==> src/rtl/run_ctrl.sv <==
// Run-control unit: debounces board buttons, arbitrates them against CPU
// exception codes and drives the core clock-enable, cycle counter and halt cause.
module run_ctrl #(
  parameter int CNT_W       = 32,
  parameter int DB_CYCLES   = 16,
  parameter int STEP_CYCLES = 1
) (
  input  logic             clk_i,
  input  logic             rst_i,
  input  logic             btn_rst_i,
  input  logic             btn_err_i,
  input  logic             btn_pause_i,
  input  logic             btn_continue_i,
  input  logic             btn_uart_i,
  input  logic             btn_step_i,
  input  logic [3:0]       exc_code_i,
  input  logic             clr_cnt_i,
  input  logic [CNT_W-1:0] limit_i,
  output logic [3:0]       mode_o,
  output logic             run_o,
  output logic [CNT_W-1:0] cycle_cnt_o,
  output logic [1:0]       halt_cause_o,
  output logic             wdog_o
);

  localparam logic [3:0] MODE_ERROR = 4'd2;
  localparam logic [3:0] MODE_PAUSE = 4'd4;
  localparam logic [3:0] MODE_RUN   = 4'd5;
  localparam logic [3:0] MODE_UART  = 4'd6;
  localparam logic [3:0] MODE_STEP  = 4'd7;

  localparam logic [1:0] CAUSE_NONE = 2'd0;
  localparam logic [1:0] CAUSE_BTN  = 2'd1;
  localparam logic [1:0] CAUSE_EXC  = 2'd2;
  localparam logic [1:0] CAUSE_WDOG = 2'd3;

  localparam int ST_W = (STEP_CYCLES > 1) ? $clog2(STEP_CYCLES + 1) : 1;

  // Button bit order: 0 rst, 1 err, 2 pause, 3 continue, 4 uart, 5 step
  logic [5:0] btnRaw;
  logic [5:0] sync1_q, sync2_q;
  logic [5:0] pulse_q;

  assign btnRaw = {btn_step_i, btn_uart_i, btn_continue_i,
                   btn_pause_i, btn_err_i, btn_rst_i};

  always_ff @(posedge clk_i) begin
    if (rst_i) begin
      sync1_q <= '0;
      sync2_q <= '0;
    end else begin
      sync1_q <= btnRaw;
      sync2_q <= sync1_q;
    end
  end

  generate
    if (DB_CYCLES == 0) begin : g_nodb
      always_ff @(posedge clk_i) begin
        if (rst_i) begin
          pulse_q <= '0;
        end else begin
          pulse_q <= sync1_q & ~sync2_q;
        end
      end
    end else begin : g_db
      localparam int DB_W = (DB_CYCLES > 1) ? $clog2(DB_CYCLES) : 1;
      localparam logic [DB_W-1:0] DB_LAST = DB_W'(DB_CYCLES - 1);

      logic [5:0]      level_q;
      logic [DB_W-1:0] dbCnt_q [6];

      // A level is accepted once it has differed from the current level for
      // DB_CYCLES samples in a row; any agreeing sample restarts the count.
      always_ff @(posedge clk_i) begin
        if (rst_i) begin
          level_q <= '0;
          pulse_q <= '0;
          for (int i = 0; i < 6; i++) dbCnt_q[i] <= '0;
        end else begin
          for (int i = 0; i < 6; i++) begin
            pulse_q[i] <= 1'b0;
            if (sync2_q[i] == level_q[i]) begin
              dbCnt_q[i] <= '0;
            end else if (dbCnt_q[i] == DB_LAST) begin
              level_q[i] <= sync2_q[i];
              pulse_q[i] <= sync2_q[i];
              dbCnt_q[i] <= '0;
            end else begin
              dbCnt_q[i] <= dbCnt_q[i] + DB_W'(1);
            end
          end
        end
      end
    end
  endgenerate

  logic pRst, pErr, pPause, pCont, pUart, pStep;
  assign pRst   = pulse_q[0];
  assign pErr   = pulse_q[1];
  assign pPause = pulse_q[2];
  assign pCont  = pulse_q[3];
  assign pUart  = pulse_q[4];
  assign pStep  = pulse_q[5];

  logic [3:0]       mode_q, mode_d;
  logic [1:0]       cause_q, cause_d;
  logic             wdog_q, wdog_d;
  logic [ST_W-1:0]  stepCnt_q, stepCnt_d;
  logic [CNT_W-1:0] cycleCnt_q, cycleCnt_d;
  logic             running;
  logic             wdogHit;

  assign running = (mode_q == MODE_RUN) || (mode_q == MODE_STEP);
  assign wdogHit = (limit_i != '0) && ((cycleCnt_q + CNT_W'(1)) == limit_i);

  // Priority chain: earlier branches pre-empt everything below them.
  always_comb begin
    mode_d    = mode_q;
    cause_d   = cause_q;
    wdog_d    = wdog_q;
    stepCnt_d = stepCnt_q;
    if (pUart || exc_code_i == 4'd5) begin
      mode_d = MODE_UART;
    end else if (mode_q == MODE_UART) begin
      if (pCont || exc_code_i == 4'd6) mode_d = MODE_RUN;
    end else if (pRst) begin
      mode_d = MODE_RUN;
      wdog_d = 1'b0;
    end else if (pErr) begin
      mode_d  = MODE_ERROR;
      cause_d = CAUSE_BTN;
    end else if (exc_code_i == 4'd2) begin
      mode_d  = MODE_ERROR;
      cause_d = CAUSE_EXC;
    end else if (mode_q == MODE_ERROR) begin
      mode_d = MODE_ERROR;
    end else if (running && pPause) begin
      mode_d  = MODE_PAUSE;
      cause_d = CAUSE_BTN;
    end else if (running && exc_code_i == 4'd4) begin
      mode_d  = MODE_PAUSE;
      cause_d = CAUSE_EXC;
    end else if (mode_q == MODE_RUN && wdogHit) begin
      mode_d  = MODE_PAUSE;
      cause_d = CAUSE_WDOG;
      wdog_d  = 1'b1;
    end else if (mode_q == MODE_PAUSE) begin
      if (pCont || exc_code_i == 4'd1) begin
        mode_d = MODE_RUN;
      end else if (pStep) begin
        mode_d    = MODE_STEP;
        stepCnt_d = ST_W'(STEP_CYCLES);
      end
    end else if (mode_q == MODE_STEP) begin
      stepCnt_d = stepCnt_q - ST_W'(1);
      if (stepCnt_q == ST_W'(1)) begin
        mode_d  = MODE_PAUSE;
        cause_d = CAUSE_NONE;
      end
    end
    if (mode_d == MODE_RUN && mode_q != MODE_RUN) cause_d = CAUSE_NONE;
  end

  always_comb begin
    cycleCnt_d = cycleCnt_q;
    if (clr_cnt_i) begin
      cycleCnt_d = '0;
    end else if (running) begin
      cycleCnt_d = cycleCnt_q + CNT_W'(1);
    end
  end

  always_ff @(posedge clk_i) begin
    if (rst_i) begin
      mode_q     <= MODE_PAUSE;
      cause_q    <= CAUSE_NONE;
      wdog_q     <= 1'b0;
      stepCnt_q  <= '0;
      cycleCnt_q <= '0;
    end else begin
      mode_q     <= mode_d;
      cause_q    <= cause_d;
      wdog_q     <= wdog_d;
      stepCnt_q  <= stepCnt_d;
      cycleCnt_q <= cycleCnt_d;
    end
  end

  assign mode_o       = mode_q;
  assign run_o        = running;
  assign cycle_cnt_o  = cycleCnt_q;
  assign halt_cause_o = cause_q;
  assign wdog_o       = wdog_q;

endmodule

==> config.mk <==
export PLATFORM = sky130hd
export DESIGN_NAME = run_ctrl
export DESIGN_NICKNAME = d
export VERILOG_FILES = /design/src/rtl/run_ctrl.sv
export SDC_FILE = /design/constraint.sdc
export NUM_CORES = 1
export LEC_CHECK = 0
export CELL_PAD_IN_SITES_DETAIL_PLACEMENT = 2
export CELL_PAD_IN_SITES_GLOBAL_PLACEMENT = 2
export CORE_MARGIN = 8
export CORE_UTILIZATION = 35
export CTS_BUF_LIST = sky130_fd_sc_hd__clkbuf_4 sky130_fd_sc_hd__clkbuf_8 sky130_fd_sc_hd__clkbuf_16
export DETAILED_ROUTE_END_ITERATION = 7
export PLACE_DENSITY_LB_ADDON = 0.05
export SYNTH_ARGS = -nofsm -noshare
export SYNTH_HDL_FRONTEND = slang
export SYNTH_SLANG_ARGS = --single-unit
==> constraint.sdc <==
create_clock -name clk_i -period 4.2 [get_ports clk_i]
set_input_delay 0.84 -clock clk_i [delete_from_list [all_inputs] [get_ports clk_i]]
set_output_delay 0.84 -clock clk_i [all_outputs]
set_load 0.01 [all_outputs]
# Yosys cells after proc, flatten, opt, wreduce, memory -nomap -nowiden
# Memory sizes are Yosys's and may differ from the RTL's.
# Index checks and enable logic that the tools add are counted.
totals:
  register_bits: 64
  mem_bits_rw: 24
  in_bits: 45
  output_inout_bits: 40
  n_memories: 1
mem_list:
  columns: ["name", "depth", "word_bits", "rd", "rd_ports_with_merged_regs", "write_ports", "line_no", "text"]
  rows:
  - ["g_db.dbCnt_q", 6, 4, 6, 0, 6, "71", "logic [DB_W-1:0] dbCnt_q [6];"]
op_classes:
  addsub: 8
  n_eq_ne: 34
  mux: 121
  bitwise_logic: 39
  reduce_logical: 31
op_table:
  columns: ["op", "count"]
  rows:
  - ["4-bit 2-to-1 mux", 33]
  - ["1-bit 2-to-1 mux", 79]
  - ["32-bit by 1-bit adder with 32-bit output (second input constant)", 1]
  - ["32-bit == test", 1]
  - ["4-bit by 3-bit == test with 1-bit output (second input constant)", 8]
  - ["32-bit nonzero test", 1]
  - ["4-bit by 1-bit adder with 4-bit output (second input constant)", 6]
  - ["4-bit == test (second input constant)", 6]
  - ["1-bit inverter", 21]
  - ["2-bit 2-to-1 mux", 9]
  - ["1-bit bitwise OR", 18]
  - ["3-bit OR reduction", 6]
  - ["2-bit inequality test (second input constant)", 7]
  - ["12-bit AND reduction", 1]
  - ["2-bit AND reduction", 6]
  - ["6-bit nonzero test", 2]
  - ["4-bit by 2-bit == test with 1-bit output (second input constant)", 2]
  - ["8-bit AND reduction", 1]
  - ["7-bit AND reduction", 1]
  - ["1-bit == test", 6]
  - ["6-bit inequality test (second input constant)", 1]
  - ["1-bit logical AND", 5]
  - ["4-bit by 1-bit == test with 1-bit output (second input constant)", 1]
  - ["1-bit logical OR", 4]
  - ["other kinds (5)", 7]

# Depth between registers and ports, before layout
depth:
  word_depth: 16
  mapped_depth: 11

# Least setup slack after synthesis
# Ideal clock, no wire load.
synth_path:
  path_kind: "register to register"
  start: "register cycleCnt_q[0] (netlist: cycle_cnt_o[0])"
  end: "register cause_q[0] (netlist: halt_cause_o[0])"
  setup_ns: 0.079
  t_arrival_ns: 2.575
  path_slack_ns: 1.546
  path_stages_with_launch: 11
  path_buffers: 0
  synth_period_minus_slack_ns: 2.654
  cell_sequence: "dfxtp_1 -> ha_1 -> nand3_1 -> nor4_1 -> xnor2_1 -> a21oi_1 -> or4_1 -> nor3_2 -> nand3_2 -> a21o_1 -> a211oi_2"
synth_via:
  elab_chain_len: 16
synth_rtl:
  columns: ["item", "line_no", "text"]
  rows:
  - ["start, declared", "110", "logic [CNT_W-1:0] cycleCnt_q, cycleCnt_d;"]
  - ["start signal, assigned", "186", "cycleCnt_q <= cycleCnt_d;"]
  - ["32-bit by 1-bit adder with 32-bit output (*)", "115", "assign wdogHit = (limit_i != '0) && ((cycleCnt_q + CNT_W'(1)) == limit_i);"]
  - ["32-bit == test (*)", "115", null]
  - ["1-bit logical AND (*)", "115", null]
  - ["1-bit logical AND (*)", "144", "end else if (mode_q == MODE_RUN && wdogHit) begin"]
  - ["4-bit 2-to-1 mux", "144", null]
  - ["4-bit 2-to-1 mux", "141", "end else if (running && exc_code_i == 4'd4) begin"]
  - ["4-bit 2-to-1 mux", "138", "end else if (running && pPause) begin"]
  - ["4-bit 2-to-1 mux", "136", "end else if (mode_q == MODE_ERROR) begin"]
  - ["4-bit 2-to-1 mux", "133", "end else if (exc_code_i == 4'd2) begin"]
  - ["4-bit 2-to-1 mux", "130", "end else if (pErr) begin"]
  - ["4-bit 2-to-1 mux", "127", "end else if (pRst) begin"]
  - ["4-bit 2-to-1 mux", "125", "end else if (mode_q == MODE_UART) begin"]
  - ["4-bit 2-to-1 mux", "123", "if (pUart || exc_code_i == 4'd5) begin"]
  - ["4-bit by 3-bit == test with 1-bit output", "162", "if (mode_d == MODE_RUN && mode_q != MODE_RUN) cause_d = CAUSE_NONE;"]
  - ["1-bit logical AND", "162", null]
  - ["2-bit OR reduction (no line)", null, null]
  - ["end signal, assigned", "183", "cause_q <= cause_d;"]
  - ["end, declared", "107", "logic [1:0] cause_q, cause_d;"]
# Every way passes the cells marked *; elsewhere a longest branch is shown, timed or not. The select of a mux whose other input is x is not followed.
# A chain may end at the register's enable or synchronous reset.

# Worst setup path in the final report
layout_path:
  start: "register cycleCnt_q[8] (netlist: cycle_cnt_o[8])"
  end: "register cause_q[0] (netlist: halt_cause_o[0])"
# The elaborated chain is that of the path after synthesis.

==> summary.txt <==
WHS Path Cells -> 1
root buf cell -> clkbuf_16
data arrival time of the critical path -> 3.56 ns
clk_skew -> 0.00943 ns
worst setup path end -> halt_cause_o[0]$_SDFFE_PP0P_
GRT Total Usage -> 0.194
Min Hold Slack -> 0.447 ns
Placed Area -> 0.00660 mm²
via/cell ratio -> 5.39
Nets -> 784
IO buf count -> 84
HPWL Detailed -> 14700 µm
TritonCTS Buffers -> 9
crit-path max FO -> 12
sequential group share of total power -> 0.435
Synth Register Bits -> 88
Clk pwr share -> 0.360
Max IR drop VDD -> 0.203 mV
synth warn -> 0
Die Ht -> 142 µm
max-slew violations -> 0
share of layout cells above drive strength 1 -> 0.0678
fin crit share -> 0.784
Pleak -> 2.34 nW
synth cell count leaders -> nor2_1 (93), dfxtp_1 (64), nand2_1 (50), xnor2_1 (50), nand3_1 (36)
post-route minimum period -> 3.29 ns
global-route wire length before repair -> 30800 µm
H-tree depth -> 3
status -> complete, no violations
initial core utilization -> 0.353
Comb pwr share -> 0.204
worst-case clock buffer depth -> 2
antenna cells -> 0
DRC Markers -> 0
drt pass-1 iters -> 6
CTS sink count -> 88
RR Endpoint -> halt_cause_o[0]$_SDFFE_PP0P_
crit-path cells -> nand4_2 -> nor3_2 -> nand4_1 -> xnor2_1 -> or4_1 -> nor3_2 -> nand3_2 -> a21o_1 -> a211oi_2
Worst Slack Setup Final -> 0.909 ns
Worst Tran Pin Value -> 0.840 ns
largest net degree at the start of global routing -> 44
cell count after synthesis -> 643
row count -> 46
total chip power -> 2.17 mW
Main synth FF type -> dfxtp_1
GP Congestion -> 0.945
Worst Setup SP -> cycle_cnt_o[8]$_SDFFE_PP0N_
cell area after synthesis -> 0.00552 mm²
Detailed Route Iter0 Violations -> 185
Synth area leaders -> dfxtp_1 (23%), edfxtp_1 (13%), xnor2_1 (7.9%), nor2_1 (6.3%), xor2_1 (5.4%)
RSZ-0062 raised after global routing -> false
IO Pins -> 85
Synth cell types -> 75
Clk Latency, worst-skew pair -> 0.35 ns
hold crit path type -> reg -> reg
hold buffers post-CTS -> 0
crit path capture type -> register
FF-to-FF setup slack -> 0.91 ns
count leader, synth -> nor2_1
clock transition at the registers of the reported paths -> 0.07 ns
Avg Inst Size Synth -> 8.59 µm²
Rel. slew slack -> 0.438
FFs w/ async S/R, synth -> 0
CP max stage delay -> 0.60 ns
final instance area -> 0.00688 mm²
vias in the first global route -> 5676
Fin. Hold Viols -> 0
Placed Instances -> 937
Post-CTS Setup Inserts -> 0
area leader, netlist -> dfxtp_1
CTS tree -> done
Switching Power -> 0.669 mW
post-synth top area share -> 0.232
Seq/Total Area, Yosys -> 0.363
Vias -> 5133
number of antenna violations at the first check in global routing -> 0
post_cts resized -> 0
Int Pwr -> 1.50 mW
Routed Antenna Nets -> 0
total core area -> 0.0157 mm²
cell mode on critical path -> nor3_2
PD cells -> 316 mW/mm²
Non-Filler Instances -> 953
setup TNS -> 0 ns
Syn-to-layout area delta -> 24.6%
CP max-delay cell -> dfxtp_1
max frequency -> 304 MHz
gr ovfl total -> 0
R2R depth -> 9
per-cell routed wire length -> 20.0 µm
Final Setup Violations -> 0
final core occ -> 0.439
DP Worst Slack -> 0.827 ns
RR Startpoint -> cycle_cnt_o[8]$_SDFFE_PP0N_
Req. time, crit path -> 4.47 ns
die area -> 0.0200 mm²
Max Cap Viol -> 0
final WL -> 19000 µm
Sw Share -> 0.308
Post-synth EDFFs -> 24
Crit Path Class -> reg -> reg
Startpoint Class -> register
Die Span X -> 142 µm
-- metal layers --
layer	track usage	up-vias	routed length (µm)
met5	0	-	0
met4	0.0916	0	614
li1	-	2454	-
met2	0.350	100	9800
met3	0.0323	35	671
met1	0.218	2544	7930
-- layout make-up --
class / count / area, µm²
clock buffer: 9 / 225
timing repair buffer: 92 / 901
inverter: 6 / 22.5
tap: 216 / 270
multi-input combinational: 535 / 3400
sequential: 88 / 2000
fill: 1756 / 8780
clock inverter: 7 / 55.1
-- power groups by stage --
stage	Combinational, mW	Sequential, mW	Clock (mW)
floorplan	0.258	0.951	0
global placement	0.431	0.963	0
detailed placement	0.443	0.965	0
CTS	0.448	0.946	0.804
global route	0.490	0.950	0.837
finish	0.444	0.945	0.783
-- sequential cells by signal, summed over array words and instances, names as in the netlist --
register,cells
mode_o,4
wdog_o,1
sync2_q,6
pulse_q,6
g_db.level_q,6
g_db.dbCnt_q,24
stepCnt_q,1
sync1_q,6
cycle_cnt_o,32
halt_cause_o,2
-- worst min-delay path by stage --
stage / start / endpoint
4_1_cts: sync1_q[0]$_SDFF_PP0_ / sync2_q[0]$_SDFF_PP0_
3_5_place_dp: sync1_q[0]$_SDFF_PP0_ / sync2_q[0]$_SDFF_PP0_
3_3_place_gp: sync1_q[5]$_SDFF_PP0_ / sync2_q[5]$_SDFF_PP0_
2_1_floorplan: sync1_q[0]$_SDFF_PP0_ / sync2_q[0]$_SDFF_PP0_
6_report: sync1_q[0]$_SDFF_PP0_ / sync2_q[0]$_SDFF_PP0_
5_1_grt: sync1_q[5]$_SDFF_PP0_ / sync2_q[5]$_SDFF_PP0_
-- cells in the final DEF (no fill, tap or decap), types with 5 or more instances in the layout --
master,instances
edfxtp_1,24
nand2_1,50
conb_1,24
and2_1,5
inv_1,6
nor3b_1,5
and3_1,12
nand4_1,16
xor2_1,34
ha_1,7
o21ai_0,14
xnor2_1,50
nand3_1,36
nor2_1,93
dfxtp_1,64
a31oi_1,7
or3_1,6
nand2b_1,9
nor2b_1,15
mux2i_1,10
a21oi_1,18
clkdlybuf4s50_1,84
nor4_1,17
nor4b_1,8
nor3_1,18
clkbuf_16,9
buf_4,8
-- kinds of logic (layout without fill, tap and decap cells) --
kind of cell,Yosys count,count (layout),synth area share
flip-flops,88,88,0.363
other,1,24,0.000679
adder cells (fa/ha/maj),7,7,0.0159
AO/OA/AOI/OAI,84,84,0.107
XOR/XNOR,85,85,0.137
buffers and inverters,43,114,0.0369
multiplexers,11,11,0.0202
AND/OR/NAND/NOR,324,324,0.319
-- worst max-delay path, delay by kind of cell (launching register included) --
kind            cells  cell delay, ns
simple gates        6            2.03
flops               1            0.60
compound gates      2            0.41
xor+xnor            1            0.15
No activity file was read; power rests on OpenSTA's default activity.
